`config.mk`:
```
export PLATFORM = sky130hd
export DESIGN_NAME = uart_cmd_ctrl
export DESIGN_NICKNAME = d
export VERILOG_FILES = /design/src/rtl/uart_cmd_pkg.sv /design/src/rtl/cmd_payload_buf.sv /design/src/rtl/uart_cmd_ctrl.sv
export SDC_FILE = /design/constraint.sdc
export NUM_CORES = 1
export LEC_CHECK = 0
export ABC_AREA = 0
export CORE_MARGIN = 1.5
export CORE_UTILIZATION = 35
export DETAILED_ROUTE_END_ITERATION = 10
export DONT_BUFFER_PORTS = 1
export PLACE_DENSITY = 0.54
export SETUP_SLACK_MARGIN = 0.05
export SYNTH_ARGS = -nofsm -noshare
export SYNTH_HDL_FRONTEND = slang
export SYNTH_SLANG_ARGS = --single-unit
```
`constraint.sdc`:
```
create_clock -name clk -period 10.25 [get_ports clk]
set_input_delay 2.05 -clock clk [delete_from_list [all_inputs] [get_ports clk]]
set_output_delay 2.05 -clock clk [all_outputs]
set_load 0.03 [all_outputs]
```
`src/rtl/uart_cmd_pkg.sv`:
```
`default_nettype none
// ============================================================================
// Module : uart_cmd_pkg
// Desc   : Shared encodings and helpers for the UART command controller.
// Rev    : 1.0  initial release
// ============================================================================
package uart_cmd_pkg;

  localparam int c_chk_w = 8;

  localparam logic [7:0] c_sync0 = 8'h55;
  localparam logic [7:0] c_sync1 = 8'hAA;

  typedef logic [2:0] state_t;

  localparam state_t c_st_hdr0   = 3'd0;
  localparam state_t c_st_hdr1   = 3'd1;
  localparam state_t c_st_addr   = 3'd2;
  localparam state_t c_st_len    = 3'd3;
  localparam state_t c_st_data   = 3'd4;
  localparam state_t c_st_chk    = 3'd5;
  localparam state_t c_st_commit = 3'd6;

  // Counter/index width that never collapses to zero bits.
  function automatic int idx_width(input int depth);
    return (depth > 1) ? $clog2(depth) : 1;
  endfunction

endpackage
`default_nettype wire

```
`src/rtl/cmd_payload_buf.sv`:
```
`default_nettype none
// ============================================================================
// Module : cmd_payload_buf
// Desc   : Payload register file, synchronous write / combinational read.
// Rev    : 1.0  initial release
// ============================================================================
module cmd_payload_buf
  import uart_cmd_pkg::*;
#(
  parameter int DEPTH = 16,
  parameter int IDX_W = idx_width(DEPTH)
) (
  input  logic             clk,
  input  logic             i_wr_en,
  input  logic [IDX_W-1:0] i_wr_idx,
  input  logic [7:0]       i_wr_data,
  input  logic [IDX_W-1:0] i_rd_idx,
  output logic [7:0]       o_rd_data
);

  logic [7:0] r_mem [DEPTH];

  // Contents are only read after a full payload has been written, so no reset.
  always_ff @(posedge clk) begin
    if (i_wr_en) begin
      r_mem[i_wr_idx] <= i_wr_data;
    end
  end

  assign o_rd_data = r_mem[i_rd_idx];

endmodule
`default_nettype wire

```
`src/rtl/uart_cmd_ctrl.sv`:
```
`default_nettype none
// ============================================================================
// Module : uart_cmd_ctrl
// Desc   : Parses checksummed config frames from the UART and commits them.
// Rev    : 1.0  initial release
// ============================================================================
module uart_cmd_ctrl
  import uart_cmd_pkg::*;
#(
  parameter int MAX_LEN        = 16,
  parameter int TIMEOUT_CYCLES = 40000
) (
  input  logic       clk,
  input  logic       rst_n,
  input  logic [7:0] rx_data,
  input  logic       rx_data_valid,
  output logic       rx_data_ready,
  output logic       reg_wr_en,
  output logic [7:0] reg_addr,
  output logic [7:0] reg_wr_data,
  output logic       frame_ok,
  output logic       frame_err,
  output logic       busy
);

  localparam int c_idx_w = idx_width(MAX_LEN);
  localparam int c_tmo_w = idx_width(TIMEOUT_CYCLES);

  localparam logic [8:0]         c_max_len  = 9'(MAX_LEN);
  localparam logic [c_tmo_w-1:0] c_tmo_last = c_tmo_w'(TIMEOUT_CYCLES - 1);

  state_t               r_state;
  state_t               w_next_state;
  logic [7:0]           r_base;
  logic [7:0]           r_len;
  logic [c_chk_w-1:0]   r_acc;
  logic [c_idx_w-1:0]   r_idx;
  logic [c_idx_w-1:0]   w_idx_p1;
  logic [c_idx_w-1:0]   w_rd_idx;
  logic [c_tmo_w-1:0]   r_tmo;

  logic                 w_accept;
  logic                 w_timed;
  logic                 w_tmo_hit;
  logic                 w_len_bad;
  logic                 w_chk_ok;
  logic                 w_idx_last;

  logic                 w_buf_we;
  logic [7:0]           w_rd_data;
  logic                 w_wr_load;
  logic                 w_ok_nxt;
  logic                 w_err_nxt;

  logic                 r_wr_en;
  logic [7:0]           r_wr_addr;
  logic [7:0]           r_wr_data;
  logic                 r_ok;
  logic                 r_err;

  assign rx_data_ready = (r_state != c_st_commit);
  assign busy          = (r_state != c_st_hdr0);
  assign reg_wr_en     = r_wr_en;
  assign reg_addr      = r_wr_addr;
  assign reg_wr_data   = r_wr_data;
  assign frame_ok      = r_ok;
  assign frame_err     = r_err;

  assign w_accept   = rx_data_valid & rx_data_ready;
  assign w_timed    = r_state inside {c_st_hdr1, c_st_addr, c_st_len, c_st_data, c_st_chk};
  // A byte arriving on the terminal count wins over the timeout.
  assign w_tmo_hit  = w_timed && !w_accept && (r_tmo == c_tmo_last);
  assign w_len_bad  = (rx_data == 8'd0) || ({1'b0, rx_data} > c_max_len);
  assign w_chk_ok   = (rx_data == r_acc);
  assign w_idx_p1   = r_idx + c_idx_w'(1);
  assign w_idx_last = (8'(r_idx) == (r_len - 8'd1));

  cmd_payload_buf #(
    .DEPTH (MAX_LEN),
    .IDX_W (c_idx_w)
  ) u_buf (
    .clk       (clk),
    .i_wr_en   (w_buf_we),
    .i_wr_idx  (r_idx),
    .i_wr_data (rx_data),
    .i_rd_idx  (w_rd_idx),
    .o_rd_data (w_rd_data)
  );

  always_ff @(posedge clk or negedge rst_n) begin
    if (!rst_n) begin
      r_state <= c_st_hdr0;
    end else begin
      r_state <= w_next_state;
    end
  end

  always_comb begin
    w_next_state = r_state;
    case (r_state)
      c_st_hdr0: begin
        if (w_accept && rx_data == c_sync0) w_next_state = c_st_hdr1;
      end
      c_st_hdr1: begin
        if (w_accept) begin
          if (rx_data == c_sync1)      w_next_state = c_st_addr;
          else if (rx_data != c_sync0) w_next_state = c_st_hdr0;
        end
      end
      c_st_addr: begin
        if (w_accept) w_next_state = c_st_len;
      end
      c_st_len: begin
        if (w_accept) w_next_state = w_len_bad ? c_st_hdr0 : c_st_data;
      end
      c_st_data: begin
        if (w_accept && w_idx_last) w_next_state = c_st_chk;
      end
      c_st_chk: begin
        if (w_accept) w_next_state = w_chk_ok ? c_st_commit : c_st_hdr0;
      end
      c_st_commit: begin
        if (w_idx_last) w_next_state = c_st_hdr0;
      end
      default: w_next_state = c_st_hdr0;
    endcase
    if (w_tmo_hit) w_next_state = c_st_hdr0;
  end

  // r_idx in COMMIT names the write currently on the output registers.
  always_comb begin
    w_buf_we  = 1'b0;
    w_wr_load = 1'b0;
    w_rd_idx  = '0;
    w_ok_nxt  = 1'b0;
    w_err_nxt = 1'b0;
    case (r_state)
      c_st_len: begin
        if (w_accept && w_len_bad) w_err_nxt = 1'b1;
      end
      c_st_data: begin
        w_buf_we = w_accept;
      end
      c_st_chk: begin
        if (w_accept) begin
          if (w_chk_ok) begin
            w_wr_load = 1'b1;
            w_ok_nxt  = (r_len == 8'd1);
          end else begin
            w_err_nxt = 1'b1;
          end
        end
      end
      c_st_commit: begin
        if (!w_idx_last) begin
          w_wr_load = 1'b1;
          w_rd_idx  = w_idx_p1;
          w_ok_nxt  = (8'(w_idx_p1) == (r_len - 8'd1));
        end
      end
      default: ;
    endcase
    if (w_tmo_hit && r_state != c_st_hdr1) w_err_nxt = 1'b1;
  end

  always_ff @(posedge clk or negedge rst_n) begin
    if (!rst_n) begin
      r_base <= '0;
      r_len  <= '0;
      r_acc  <= '0;
      r_idx  <= '0;
      r_tmo  <= '0;
    end else begin
      if (!w_timed || w_accept || (w_next_state != r_state)) begin
        r_tmo <= '0;
      end else begin
        r_tmo <= r_tmo + c_tmo_w'(1);
      end
      case (r_state)
        c_st_addr: begin
          if (w_accept) begin
            r_base <= rx_data;
            r_acc  <= rx_data;
          end
        end
        c_st_len: begin
          if (w_accept) begin
            r_len <= rx_data;
            r_acc <= r_acc + rx_data;
            r_idx <= '0;
          end
        end
        c_st_data: begin
          if (w_accept) begin
            r_acc <= r_acc + rx_data;
            r_idx <= w_idx_p1;
          end
        end
        c_st_chk: begin
          if (w_accept) r_idx <= '0;
        end
        c_st_commit: begin
          if (!w_idx_last) r_idx <= w_idx_p1;
        end
        default: ;
      endcase
    end
  end

  always_ff @(posedge clk or negedge rst_n) begin
    if (!rst_n) begin
      r_wr_en   <= 1'b0;
      r_wr_addr <= '0;
      r_wr_data <= '0;
      r_ok      <= 1'b0;
      r_err     <= 1'b0;
    end else begin
      r_wr_en <= w_wr_load;
      r_ok    <= w_ok_nxt;
      r_err   <= w_err_nxt;
      if (w_wr_load) begin
        r_wr_addr <= r_base + 8'(w_rd_idx);
        r_wr_data <= w_rd_data;
      end
    end
  end

endmodule
`default_nettype wire

```
# After elaboration in Yosys (flattened, before gate mapping)
# Memory sizes are Yosys's and may differ from the RTL's. A register that Yosys moved wholly into a read port is not among the register bits.
# Cells that the tools add are included.
# W data, S select, Z words.
[word_totals] reg_bits=58 ramBits=128 in_bits=11 output_inout_bits=21 elab_cells=103 mem_count=1
[op_classes] n_addsub=5 magnitude_cmp=1 n_eq_ne=22 mux=39 bitwise_logic=1 n_reduce_logical=24
[mem_list] memory="u_buf.r_mem" words=16 word_bits=8 rd=1 rd_clocked_by_memory_dff=1 wr=1 line="cmd_payload_buf.sv:21" text="logic [7:0] r_mem [DEPTH];"
[op_table] operator="$mux W3" n=12
[op_table] operator="$pmux W3 S7" n=1
[op_table] operator="$mux W4" n=5
[op_table] operator="$add A16 B1 Y16 const B" n=1
[op_table] operator="$eq A16 B16 Y1 const B" n=1
[op_table] operator="$eq A4 B8 Y1" n=2
[op_table] operator="$mux W16" n=1
[op_table] operator="$mux W8" n=2
[op_table] operator="$pmux W8 S2" n=1
[op_table] operator="$mux W1" n=13
[op_table] operator="$pmux W4 S3" n=1
[op_table] operator="$eq A3 B3 Y1 const B" n=3
[op_table] operator="$add A8 B4 Y8" n=1
[op_table] operator="$add A8 B8 Y8" n=1
[op_table] operator="$eq A8 B1 Y1 const B" n=1
[op_table] operator="$eq A8 B7 Y1 const B" n=1
[op_table] operator="$eq A8 B8 Y1" n=1
[op_table] operator="$eq A8 B8 Y1 const B" n=1
[op_table] operator="$gt A8 B5 Y1 const B" n=1
[op_table] operator="$logic_not A8 Y1" n=1
[op_table] operator="$ne A8 B7 Y1 const B" n=1
[op_table] operator="$sub A8 B1 Y8 const B" n=1
[op_table] operator="$eq A3 B2 Y1 const B" n=2
[op_table] operator="$logic_and A1 B1 Y1" n=6
[op_table] operator="other kinds (19)" n=31

# Depth between registers and ports, before layout
# Gate-level depths: netlist of the first run.
[depth] ltp_word=9 ltp_mapped=16 ltp_nobuf=14

# Cells and area by module
# From an unflattened synthesis of the first run, not the netlist that was laid out.
[hier_totals] cells_unflattened=598 area_unflattened_um2=8799.7
[modules_own_cells] module="cmd_payload_buf" instances=1 cells_per_inst=221 area_each_um2=4987.3 seq_area_each_um2=3843.7
[modules_own_cells] module="uart_cmd_ctrl" instances=1 cells_per_inst=377 area_each_um2=3812.4 seq_area_each_um2=1651.6

# Worst setup path before layout of the first run
# Ideal clock, no wire load.
[synth_timing] path_kind="input to register" startpoint="in rx_data[3]" endpoint="reg r_wr_data[1], in the netlist reg_wr_data[1], read port of u_buf.r_mem" setup_ns=0.125 arrival_time_ns=3.805 t_required_ns=10.125 path_slack_ns=6.320 cell_stages=9 path_buffers=2 cell_sequence="ha_1 > nor4_1 > nand2_1 > or4_1 > and2_1 > clkbuf_1 > buf_2 > a2bb2oi_1 > o21ai_1"
[synth_between] elab_chain_len=4
[synth_lines] element="start, declared" line="uart_cmd_ctrl.sv:15" text="input logic [7:0] rx_data,"
[synth_lines] element="$eq A8 B8 Y1" line="uart_cmd_ctrl.sv:74" text="assign w_chk_ok = (rx_data == r_acc);"
[synth_lines] element="$mux W1" line="uart_cmd_ctrl.sv:146" text="if (w_chk_ok) begin"
[synth_lines] element="$mux W1" line="uart_cmd_ctrl.sv:145" text="if (w_accept) begin"
[synth_lines] element="$pmux W1 S2" line="uart_cmd_ctrl.sv:137" text="case (r_state)"
[synth_lines] element="end, declared" line="uart_cmd_ctrl.sv:57" text="logic [7:0] r_wr_data;"
# Every way passes these cells.
# A chain may end at the register's enable or synchronous reset.

# Worst setup path after layout of the first run
[layout_timing] startpoint="reg r_state[1]" endpoint="out rx_data_ready"
[layout_between] elab_chain_len=1
[layout_lines] element="start, declared" line="uart_cmd_ctrl.sv:32" text="state_t r_state;"
[layout_lines] element="start signal, assigned" line="uart_cmd_ctrl.sv:92" text="r_state <= c_st_hdr0;"
[layout_lines] element="start signal, assigned" line="uart_cmd_ctrl.sv:94" text="r_state <= w_next_state;"
[layout_lines] element="$ne A3 B3 Y1" line="uart_cmd_ctrl.sv:61" text="assign rx_data_ready = (r_state != c_st_commit);"
[layout_lines] element="end, declared" line="uart_cmd_ctrl.sv:17" text="output logic rx_data_ready,"
# Every way passes these cells.

==> run summary, run 1 <==
• 5,532 — number of global-route vias before repair
• 708 — Mapped Nets
• flip-flop — Critical Path Start Type
• sky130_fd_sc_hd__dfrtp_1 — cell with the largest stage delay on the worst path
• flip-flop to output pin — WS Path Type
• output pin — kind of end point of the critical path
• 162.0 um — Die X-Extent
• 17 — clock buffers created by TritonCTS
• 194 — flop and latch count out of synthesis
• 1.954 mW — overall power consumption
• 0.009229 sq mm — area of placed instances
• no — RSZ-0062 raised after global routing
• 0.4913 ns — Final Hold Slack
• 13.08 sq um — mean area per synthesized cell
• 0 — number of pins with negative max-slew slack in the final report
• 0 — final setup violation count
• met4 — Max Used Layer
• 3.989 ns — fin crit period
• 0 — Detail Route Antenna Nets
• 21.27 mm — Routed WL
• 0.2507 GHz — Achievable Freq
• 0.01336 ns — worst clock skew
• 0 — Hold-fix buffers, CTS
• 0 — total of warnings raised by yosys
• 1 — number of instances on the worst hold path
• 162.0 um — y dimension of the die
• 0 — Maximum Capacitance Violations
• 5.281 — Via-to-Cell Ratio
• sky130_fd_sc_hd__edfxtp_1 43%, sky130_fd_sc_hd__dfrtp_1 19%, sky130_fd_sc_hd__mux2_2 4.2% — cell types occupying the most area after synthesis
• 990 um — wire length on met3
• 0 — Congestion Overflow GR
• sky130_fd_sc_hd__edfxtp_1 — Top FF cell, synth
• 32.78 mm — wire length of the first global-routing pass
• 0 — post-CTS setup-driven buffer insertion count
• 0.55 ns — CP peak stage delay
• 6.27 ns — setup slack on the worst flop-to-flop path
• 0.02504 sq mm — core area
• 0.1245 mV — Max rail drop VDD
• 0 — number of cells upsized or downsized after cts
• r_tmo[0] — start point of the worst hold path
• 0.44 ns — clk_lat worst skew
• 0.5805 mW — net switching component of the power
• 67 — pin count of the biggest net entering global routing
• 15.05% — fraction of layout cells with a size suffix above 1
• done — clock tree from TritonCTS
• 17.8% — combinational share of power
• 0 ns — Total Neg Setup Slack
• 0 — count of input and output buffers
• 16.80% — global-route usage over all layers
• 34.7% — Clock Power Share
• 14 — length in cells of the worst reg-to-reg path
• r_len[0] — worst r2r src
• 32 — top-level I/O count
• 0 — number of diodes
• 0.009856 sq mm — cell area after layout
• 64 — synth unique cells
• 0 — count of unresolved DRC violations after routing
• 11.32% — Syn-to-layout area delta
• 0.7803 — routability cong.
• 25.35% — Max-slew headroom
• 0.02626 sq mm — Die ar.
• 479 — number of DRC markers after the initial detailed-route iteration
• 10.70 mm — length of routed met2 wiring
• 47.6% — register share of total power
• 5,392 — routed vias
• 1.116 ns — Slew @ Worst Pin
• r_tmo[0] — Endpoint, Worst Hold
• 198.3 mW/mm^2 — power density over the cells
• r_state[1] — origin of the worst setup path
• 35.36% — effective utilization at floorplan
• reg_addr[6] — reg-to-reg critical path endpoint
• 9.181 mm — routed length on met1
• 4 — CTS H-Tree Depth
• 0.008853 sq mm — cell area after synthesis
• 0 — final number of hold-violating endpoints
• nand2_1, nor2_1, clkinv_1 — crit path cell chain
• 128 — number of enable flip-flop cells after synthesis
• 677 — synthesized instance count
• 12 — crit-path max FO
• 13.85 mm — hpwl dp
• 39.37% — final core occ
• sky130_fd_sc_hd__clkbuf_16 — Clock Root Buffer
• 2 — deepest clock path buffer count
• 29.70% — switching power share of the total
• 4 — total iterations of the first detailed-routing run
• 20.83 um — average detailed-routed wire length per instance
• 62.07% — register area share after synthesis
• 38.92% — portion of the clock cycle consumed by the worst path in the final layout
• 58 — standard-cell row count
• flip-flop to flip-flop — worst min path class
• sky130_fd_sc_hd__edfxtp_1 — largest area contributor in the netlist
• 34.02% — share of synthesized flip-flops with an asynchronous set or reset
• 8.20 ns — data required time at the worst endpoint
• 1.374 mW — cell-internal power
• 3.532 nW — static leakage
• finished, final reports clean — result of the run
• 0.08 ns — CTS clock-pin slew for the worst setup and hold paths
• 0 — initial antenna violation count
• 43.41% — portion of synthesized cell area occupied by the leading cell type
• 1.94 ns — Arrival @ worst endpoint
• 194 — TritonCTS sink count
• 709 — post-layout net count
-- per-layer routing --
metal | vias up | GRT usage (%)
met1 | 2729 | 21.00
met2 | 91 | 29.11
met5 | - | 0
met4 | 0 | 5.546
li1 | 2551 | -
met3 | 21 | 3.447
-- critical path, delay by kind of cell, from the launching register on --
family	cells	cell delay [ns]
buf+inv	1	0.55
flops	1	0.55
simple gates	2	0.40
-- power by group through the flow --
stage               Combinational, mW  Sequential (mW)  Clock, mW
floorplan                       0.276            0.928          0
global placement                0.341            0.943          0
detailed placement              0.348            0.946          0
CTS                             0.349            0.929      0.690
global route                    0.381            0.936      0.722
finish                          0.347            0.929      0.677
-- cell usage in the layout (no fill, tap or decap), types with 18 or more instances in the layout --
cell and instances:
sky130_fd_sc_hd__o21ai_0 26, sky130_fd_sc_hd__a21oi_1 30, sky130_fd_sc_hd__nand2_1 47, sky130_fd_sc_hd__mux2_2 33, sky130_fd_sc_hd__xnor2_1 18, sky130_fd_sc_hd__inv_1 23, sky130_fd_sc_hd__ha_1 18, sky130_fd_sc_hd__edfxtp_1 128
sky130_fd_sc_hd__dfrtp_1 66, sky130_fd_sc_hd__nor2_1 59
-- final cells by class --
| cell class | count | area (sq um) |
|---|---|---|
| clock buffer | 17 | 425.4 |
| clock inverter | 15 | 201.4 |
| fill | 2360 | 15180 |
| inverter | 24 | 90.09 |
| multi-input combinational | 433 | 3171 |
| sequential | 194 | 5495 |
| tap | 330 | 412.9 |
| timing repair buffer | 8 | 60.06 |
-- synthesized netlist by cell type (5+ instances only) --
library cell	instances
sky130_fd_sc_hd__edfxtp_1	128
sky130_fd_sc_hd__o21ai_1	14
sky130_fd_sc_hd__xnor2_1	18
sky130_fd_sc_hd__o221ai_1	11
sky130_fd_sc_hd__o211ai_2	8
sky130_fd_sc_hd__mux4_2	8
sky130_fd_sc_hd__ha_1	18
sky130_fd_sc_hd__nor2_1	59
sky130_fd_sc_hd__a21o_1	12
sky130_fd_sc_hd__a2bb2oi_1	8
sky130_fd_sc_hd__o22ai_1	9
sky130_fd_sc_hd__mux2i_1	10
sky130_fd_sc_hd__mux2_2	33
sky130_fd_sc_hd__nand2b_1	6
sky130_fd_sc_hd__nand2_1	47
sky130_fd_sc_hd__nand3_1	14
sky130_fd_sc_hd__nor3_1	13
sky130_fd_sc_hd__xor2_1	17
sky130_fd_sc_hd__o21ai_0	26
sky130_fd_sc_hd__inv_1	23
sky130_fd_sc_hd__a21oi_1	30
sky130_fd_sc_hd__dfrtp_1	66
sky130_fd_sc_hd__a221oi_1	8
sky130_fd_sc_hd__clkbuf_1	17
sky130_fd_sc_hd__buf_2	6
sky130_fd_sc_hd__nand4_1	5
-- worst max-delay path by stage --
stage | end | slack (ns) | depth (start not counted)
after floorplan | reg_wr_data[1] | 6.32 | 9
after global routing | reg_addr[6] | 6.00 | 14
final | rx_data_ready | 6.26 | 3
after CTS | rx_data_ready | 6.27 | 3
after detailed placement | reg_addr[0] | 5.84 | 6
after global placement | reg_addr[1] | 5.84 | 6
-- per-stage QoR --
stage / cells / setup WS, ns
final: 1021 / 6.261
after CTS: 1021 / 6.269
after global routing: 1021 / 6.001
after detailed placement: 989 / 5.844
after global placement: 989 / 5.836
after floorplan: 677 / 6.320
-- kinds of logic (layout without fill, tap and decap cells) --
family | count (synthesis) | count (layout) | synth area share [%]
flip-flops | 194 | 194 | 62.07
buffers and inverters | 50 | 64 | 2.289
AND/OR/NAND/NOR | 173 | 173 | 9.243
adder cells (fa/ha/maj) | 20 | 20 | 2.996
XOR/XNOR | 37 | 37 | 3.900
AO/OA/AOI/OAI | 152 | 152 | 12.14
multiplexers | 51 | 51 | 7.363
-- sequential cells by signal (all words and copies together) (netlist names) --
name / cells
r_tmo: 16
frame_err: 1
r_state: 3
reg_wr_data: 8
u_buf.r_mem: 128
reg_wr_en: 1
r_idx: 4
r_base: 8
r_acc: 8
frame_ok: 1
reg_addr: 8
r_len: 8
No activity file was read; power rests on OpenSTA's default activity.
==> run 2, diff against run 1 <==
- clock period: 10.25 -> 4.1 ns (I/O delays scaled with it)
==> run 2 against run 1 <==
Effect of this change: register-to-register slack worse by 5.5 ns; clock skew up 0.0015 ns; die area unchanged; hold slack lost 0.43 ns; critical path depth increased by 11; clock power grew to 2.5 times the previous value; flip-flop and latch count is the same; sequential power grew to 2.5 times the previous value.
==> run summary, run 2 (synthesis results as in run 1) <==
• 194 — TritonCTS sink count
• 16.69% — global-route usage over all layers
• 0 — Detail Route Antenna Nets
• 1 — initial antenna violation count
• 13.92 mm — hpwl dp
• 58 — standard-cell row count
• 1,021 — final instance count without filler cells
• 0 ns — Total Neg Setup Slack
• 2,366 — fill cell count
• 0.44 ns — clk_lat worst skew
• 20.75 um — average detailed-routed wire length per instance
• 0 — final number of hold-violating endpoints
• 0.2752 mV — Max rail drop VDD
• 29.28% — switching power share of the total
• 989 — cell count after placement
• 0.08 ns — CTS clock-pin slew for the worst setup and hold paths
• 0 — number of diodes
• 0 — count of input and output buffers
• 39.30% — final core occ
• 4.39 ns — data required time at the worst endpoint
• 463 — number of DRC markers after the initial detailed-route iteration
• 17 — clock buffers created by TritonCTS
• 5 — total iterations of the first detailed-routing run
• 14.62% — fraction of layout cells with a size suffix above 1
• 0 — number of pins with negative max-slew slack in the final report
• r_len[0] — origin of the worst setup path
• 3.464 mW — cell-internal power
• sky130_fd_sc_hd__dfrtp_1 — cell with the largest stage delay on the worst path
• 1.222 ns — Slew @ Worst Pin
• 162.0 um — y dimension of the die
• 0.009214 sq mm — area of placed instances
• 17.6% — combinational share of power
• 32 — top-level I/O count
• finished, final reports clean — result of the run
• 0.02504 sq mm — core area
• 162.0 um — Die X-Extent
• done — clock tree from TritonCTS
• 0.3034 GHz — Achievable Freq
• 4.899 mW — overall power consumption
• 0 — Maximum Capacitance Violations
• 80.39% — portion of the clock cycle consumed by the worst path in the final layout
• 0.7671 ns — pre-CTS setup slack
• 0.7922 — routability cong.
• 128 — number of flip-flops in the largest register
• 1.434 mW — net switching component of the power
• u_buf.r_mem: 128 flops, r_tmo: 16 flops — biggest registers after layout
• 67 — pin count of the biggest net entering global routing
• 35.36% — effective utilization at floorplan
• 1 — number of buffers and inverters on the critical path
• 7 — crit-path max FO
• 0.005495 sq mm — area taken by flip-flops and latches
• 0.8040 ns — min setup slack post-route
• 3.58 ns — Arrival @ worst endpoint
• 0 — post-CTS setup-driven buffer insertion count
• primary input to async pin — worst min path class
• 21.18 mm — Routed WL
• 11.12% — Syn-to-layout area delta
• flip-flop — Critical Path Start Type
• r_len[0] — worst r2r src
• 0 — count of unresolved DRC violations after routing
• 0 — number of cells upsized or downsized after cts
• compound AO/OA/AOI/OAI gates — critical path's top delay family
• 0.003156 sq mm — multi-input combinational cell area
• 497.9 mW/mm^2 — power density over the cells
• 0.01486 ns — worst clock skew
• sky130_fd_sc_hd__clkbuf_16 — Clock Root Buffer
• u_buf.r_mem — Largest Register
• 32.59 mm — wire length of the first global-routing pass
• 709 — post-layout net count
• 47.6% — register share of total power
• 0.49 ns — CP peak stage delay
• no — RSZ-0062 raised after global routing
• sky130_fd_sc_hd__edfxtp_1 — most common cell after layout, fill and taps aside
• inv_1, ha_1, o21bai_1, a211oi_1, o21ai_1, o21ai_2, nor2_1, ha_1, fa_1, a21o_1, a21oi_1, nor2_1, xnor2_1, o21ai_0 — crit path cell chain
• 5.327 — Via-to-Cell Ratio
• 17.87% — Max-slew headroom
• 0.009838 sq mm — cell area after layout
• flip-flop to flip-flop — WS Path Type
• 0 — Hold-fix buffers, CTS
• flip-flop — kind of end point of the critical path
• 128 x sky130_fd_sc_hd__edfxtp_1, 66 x sky130_fd_sc_hd__dfrtp_1, 59 x sky130_fd_sc_hd__nor2_1, 47 x sky130_fd_sc_hd__nand2_1, 33 x sky130_fd_sc_hd__mux2_2 — most frequent cells in the layout
• 34.8% — Clock Power Share
• 0 — final setup violation count
• 2 — deepest clock path buffer count
• 0.06241 ns — Final Hold Slack
• 0 — Congestion Overflow GR
• 3.526 nW — static leakage
• 3.296 ns — fin crit period
• 5,439 — routed vias
• 0.02626 sq mm — Die ar.
• 5,640 — number of global-route vias before repair
• 4 — CTS H-Tree Depth
run 2: cell count changes in the layout (fill, tap and decap cells not counted):
cell,change
sky130_fd_sc_hd__inv_8,-3
sky130_fd_sc_hd__nor3_1,+3
sky130_fd_sc_hd__nor3_2,-3
sky130_fd_sc_hd__clkinv_8,-2
sky130_fd_sc_hd__inv_6,+2
sky130_fd_sc_hd__clkbuf_16,+1
sky130_fd_sc_hd__clkbuf_8,+1
sky130_fd_sc_hd__clkinvlp_4,+1
run 2: final cells by class:
type | count | share of cell area (%)
timing repair buffer | 8 | 0.6105
sequential | 194 | 55.86
inverter | 24 | 0.9157
clock buffer | 19 | 4.718
tap | 330 | 4.197
clock inverter | 13 | 1.628
multi-input combinational | 433 | 32.07
run 2: worst reg2reg max path, stage by stage (launching register included):
cell and delay [ns]:
sky130_fd_sc_hd__dfrtp_1 0.49, sky130_fd_sc_hd__inv_1 0.08, sky130_fd_sc_hd__ha_1 0.27, sky130_fd_sc_hd__o21bai_1 0.18, sky130_fd_sc_hd__a211oi_1 0.32, sky130_fd_sc_hd__o21ai_1 0.18
sky130_fd_sc_hd__o21ai_2 0.21, sky130_fd_sc_hd__nor2_1 0.06, sky130_fd_sc_hd__ha_1 0.22, sky130_fd_sc_hd__fa_1 0.41, sky130_fd_sc_hd__a21o_1 0.18, sky130_fd_sc_hd__a21oi_1 0.22
sky130_fd_sc_hd__nor2_1 0.09, sky130_fd_sc_hd__xnor2_1 0.14, sky130_fd_sc_hd__o21ai_0 0.10
run 2: path summary, 6_finish.rpt:
check / to / slack [ns] / cells after the start
min in group clk: u_buf.r_mem[4][4] / 0.47 / 0
hold reg to reg: r_acc[0] / 0.49 / 2
hold / removal: r_base[4] / 0.06 / 0
max in group asynchronous: r_acc[3] / 3.91 / 0
setup reg to reg: reg_addr[6] / 0.80 / 14
setup / recovery: reg_addr[6] / 0.80 / 14
run 2: power groups by stage:
stage | sequential, mW | combinational, mW | clock, mW
finish | 2.33 | 0.861 | 1.71
global route | 2.35 | 0.952 | 1.81
CTS | 2.33 | 0.866 | 1.74
detailed placement | 2.37 | 0.859 | 0
global placement | 2.36 | 0.849 | 0
floorplan | 2.32 | 0.689 | 0
run 2: layer usage:
metal  part of all wire [%]  up-vias  wire length (um)  GRT usage, %
li1                       -     2543                 -             -
met1                     46     2761              9716         21.78
met2                     49      109             10390         27.74
met3                    3.2       26               671         3.243
met4                    1.9        0               409         5.963
met5                      0        -                 0             0
==> run 3, diff against run 2 <==
- PLACE_DENSITY: 0.54 -> 0.56
- clock period: 4.1 -> 2.7 ns (I/O delays scaled with it)
==> run 3 against run 2 <==
Effect of this change: core utilization is 2.5 points higher; clock power increased by 51%; the flow now finishes with violations (setup timing); die area did not move; first-iteration DRC count down 4.3%; critical path type unchanged.
==> run summary, run 3 (synthesis results as in run 1) <==
• 58 — standard-cell row count
• 4 — CTS H-Tree Depth
• 3.841 nW — static leakage
• 2,306 — fill cell count
• sky130_fd_sc_hd__o221ai_1 — cell with the largest stage delay on the worst path
• 162.0 um — Die X-Extent
• 443 — number of DRC markers after the initial detailed-route iteration
• compound AO/OA/AOI/OAI gates — critical path's top delay family
• flip-flop — Critical Path Start Type
• flip-flop to flip-flop — WS Path Type
• 1.024 ns — Slew @ Worst Pin
• u_buf.r_mem: 128 flops, r_tmo: 16 flops — biggest registers after layout
• flip-flop — kind of end point of the critical path
• done — clock tree from TritonCTS
• 31.18% — Max-slew headroom
• 1.126 mm — wire length on met3
• finished with violations — result of the run
• 33.74 mm — wire length of the first global-routing pass
• 10.82 mm — length of routed met2 wiring
• 24.06% — fraction of layout cells with a size suffix above 1
• 3 — number of buffers and inverters on the critical path
• 0 — number of pins with negative max-slew slack in the final report
• 128 — number of flip-flops in the largest register
• 1 — initial antenna violation count
• sky130_fd_sc_hd__clkbuf_16 — Clock Root Buffer
• 0.02504 sq mm — core area
• 0.4019 mV — Max rail drop VDD
• 2 — deepest clock path buffer count
• 0 — number of diodes
• 9.201 mm — routed length on met1
• 0.3590 GHz — Achievable Freq
• 5,968 — number of global-route vias before repair
• 14.28 mm — hpwl dp
• 0.01435 ns — worst clock skew
• 8 — crit-path max FO
• 724.8 mW/mm^2 — power density over the cells
• 10 — final setup violation count
• 0.70 ns — CP peak stage delay
• 766 — post-layout net count
• inv_2, ha_4, xor2_4, xnor2_2, nand3_2, buf_4, buf_4, o221ai_1, a221oi_1, a2bb2oi_1, o21ai_1 — crit path cell chain
• 6 — total iterations of the first detailed-routing run
• setup timing — violations in the final reports
• 0.8875 — routability cong.
• 0.005497 sq mm — area taken by flip-flops and latches
• -0.5535 ns — Total Neg Setup Slack
• met5 — Max Used Layer
• 194 — TritonCTS sink count
• 3.06 ns — data required time at the worst endpoint
• sky130_fd_sc_hd__edfxtp_1 — most common cell after layout, fill and taps aside
• yes — RSZ-0062 raised after global routing
• 162.0 um — y dimension of the die
• 3.15 ns — Arrival @ worst endpoint
• 5,749 — routed vias
• 0.1930 ns — Final Hold Slack
• -0.08589 ns — min setup slack post-route
• 0 — Maximum Capacitance Violations
• 35.36% — effective utilization at floorplan
• 0 — count of unresolved DRC violations after routing
• 103.2% — portion of the clock cycle consumed by the worst path in the final layout
• 5.333 — Via-to-Cell Ratio
• 32 — top-level I/O count
• 19.92 um — average detailed-routed wire length per instance
• 0.08 ns — CTS clock-pin slew for the worst setup and hold paths
• -0.2241 ns — pre-CTS setup slack
• 0 — Detail Route Antenna Nets
• sky130_fd_sc_hd__buf_4 — most frequent cell on the critical path
• u_buf.r_mem — Largest Register
• 17.15% — global-route usage over all layers
• 41.84% — final core occ
• 0.44 ns — clk_lat worst skew
• primary input to flip-flop — worst min path class
• 128 x sky130_fd_sc_hd__edfxtp_1, 65 x sky130_fd_sc_hd__dfrtp_1, 61 x sky130_fd_sc_hd__buf_4, 57 x sky130_fd_sc_hd__nor2_1, 47 x sky130_fd_sc_hd__nand2_1 — most frequent cells in the layout
• 67 — pin count of the biggest net entering global routing
• 2.786 ns — fin crit period
• 0 — count of input and output buffers
• 0 — Congestion Overflow GR
• 0 — final number of hold-violating endpoints
• 0.003336 sq mm — multi-input combinational cell area
• 21.47 mm — Routed WL
• 17 — clock buffers created by TritonCTS
• 0.02626 sq mm — Die ar.
• 18.31% — Syn-to-layout area delta
[run 3: changes by cell type in the layout (fill, tap and decap cells not counted), moves of 2 or more]
cell,change
sky130_fd_sc_hd__ha_1,-4
sky130_fd_sc_hd__a21oi_1,-2
sky130_fd_sc_hd__buf_6,+2
sky130_fd_sc_hd__inv_1,-2
sky130_fd_sc_hd__o21ai_0,-3
sky130_fd_sc_hd__inv_2,+2
sky130_fd_sc_hd__nor2_1,-2
sky130_fd_sc_hd__buf_4,+53
sky130_fd_sc_hd__inv_6,-2
sky130_fd_sc_hd__inv_8,+2
sky130_fd_sc_hd__o21ai_1,+2
sky130_fd_sc_hd__ha_4,+3
sky130_fd_sc_hd__xnor2_1,-2
sky130_fd_sc_hd__xnor2_2,+2
[run 3: cell type report]
cell class	count	share of cell area, %
clock inverter	15	1.875
sequential	194	52.47
inverter	24	0.8600
timing repair buffer	65	4.945
clock buffer	17	4.061
tap	330	3.942
multi-input combinational	433	31.84
[run 3: where the power goes]
part           leakage, nW  switching [mW]  internal (mW)
combinational         1.58           0.835          0.669
clock                0.301            1.26           1.34
sequential            1.96           0.106           3.39
[run 3: timing repair]
action / in CTS / in global routing
hold buffers: 2 / 0
endpoints found under the setup margin: 22 / 25
pin swaps: 10 / 6
setup buffers: 7 / 2
gates resized for setup: 8 / 11
hold endpoints to repair: 66 / 0
[run 3: stage by stage]
step           cell area (sq um)  power [mW]  cells
2_1_floorplan               8951       4.601    677
3_3_place_gp                9627       4.957   1036
3_5_place_dp                9627       5.010   1036
4_1_cts                    10380       7.629   1076
5_1_grt                    10480       7.932   1078
6_report                   10480       7.593   1078
[run 3: worst paths after layout]
kind | from | endpoint | slack, ns | cells after the start
max | r_len[1] | reg_wr_data[2] | -0.09 | 11
min | rx_data[7] | u_buf.r_mem[8][7] | 0.19 | 0
max in group asynchronous | rst_n | r_len[0] | 1.77 | 2
min reg2reg | r_tmo[0] | r_tmo[0] | 0.49 | 1
max reg2reg | r_len[1] | reg_wr_data[2] | -0.09 | 11
min in group asynchronous | rst_n | r_tmo[3] | 0.64 | 2
[run 3: metal layers]
layer / GRT usage [%] / vias up
met3: 4.316 / 28
met1: 21.64 / 2913
met4: 5.213 / 2
met2: 29.07 / 147
met5: 0 / -
li1: - / 2659
[run 3: worst register-to-register path: cells and delay by family, from the launching register on]
kind | cells | cell delay, ns
flops | 1 | 0.42
buf+inv | 3 | 0.38
simple gates | 1 | 0.13
compound gates | 4 | 1.25
xor+xnor | 2 | 0.35
fa+ha+maj | 1 | 0.20
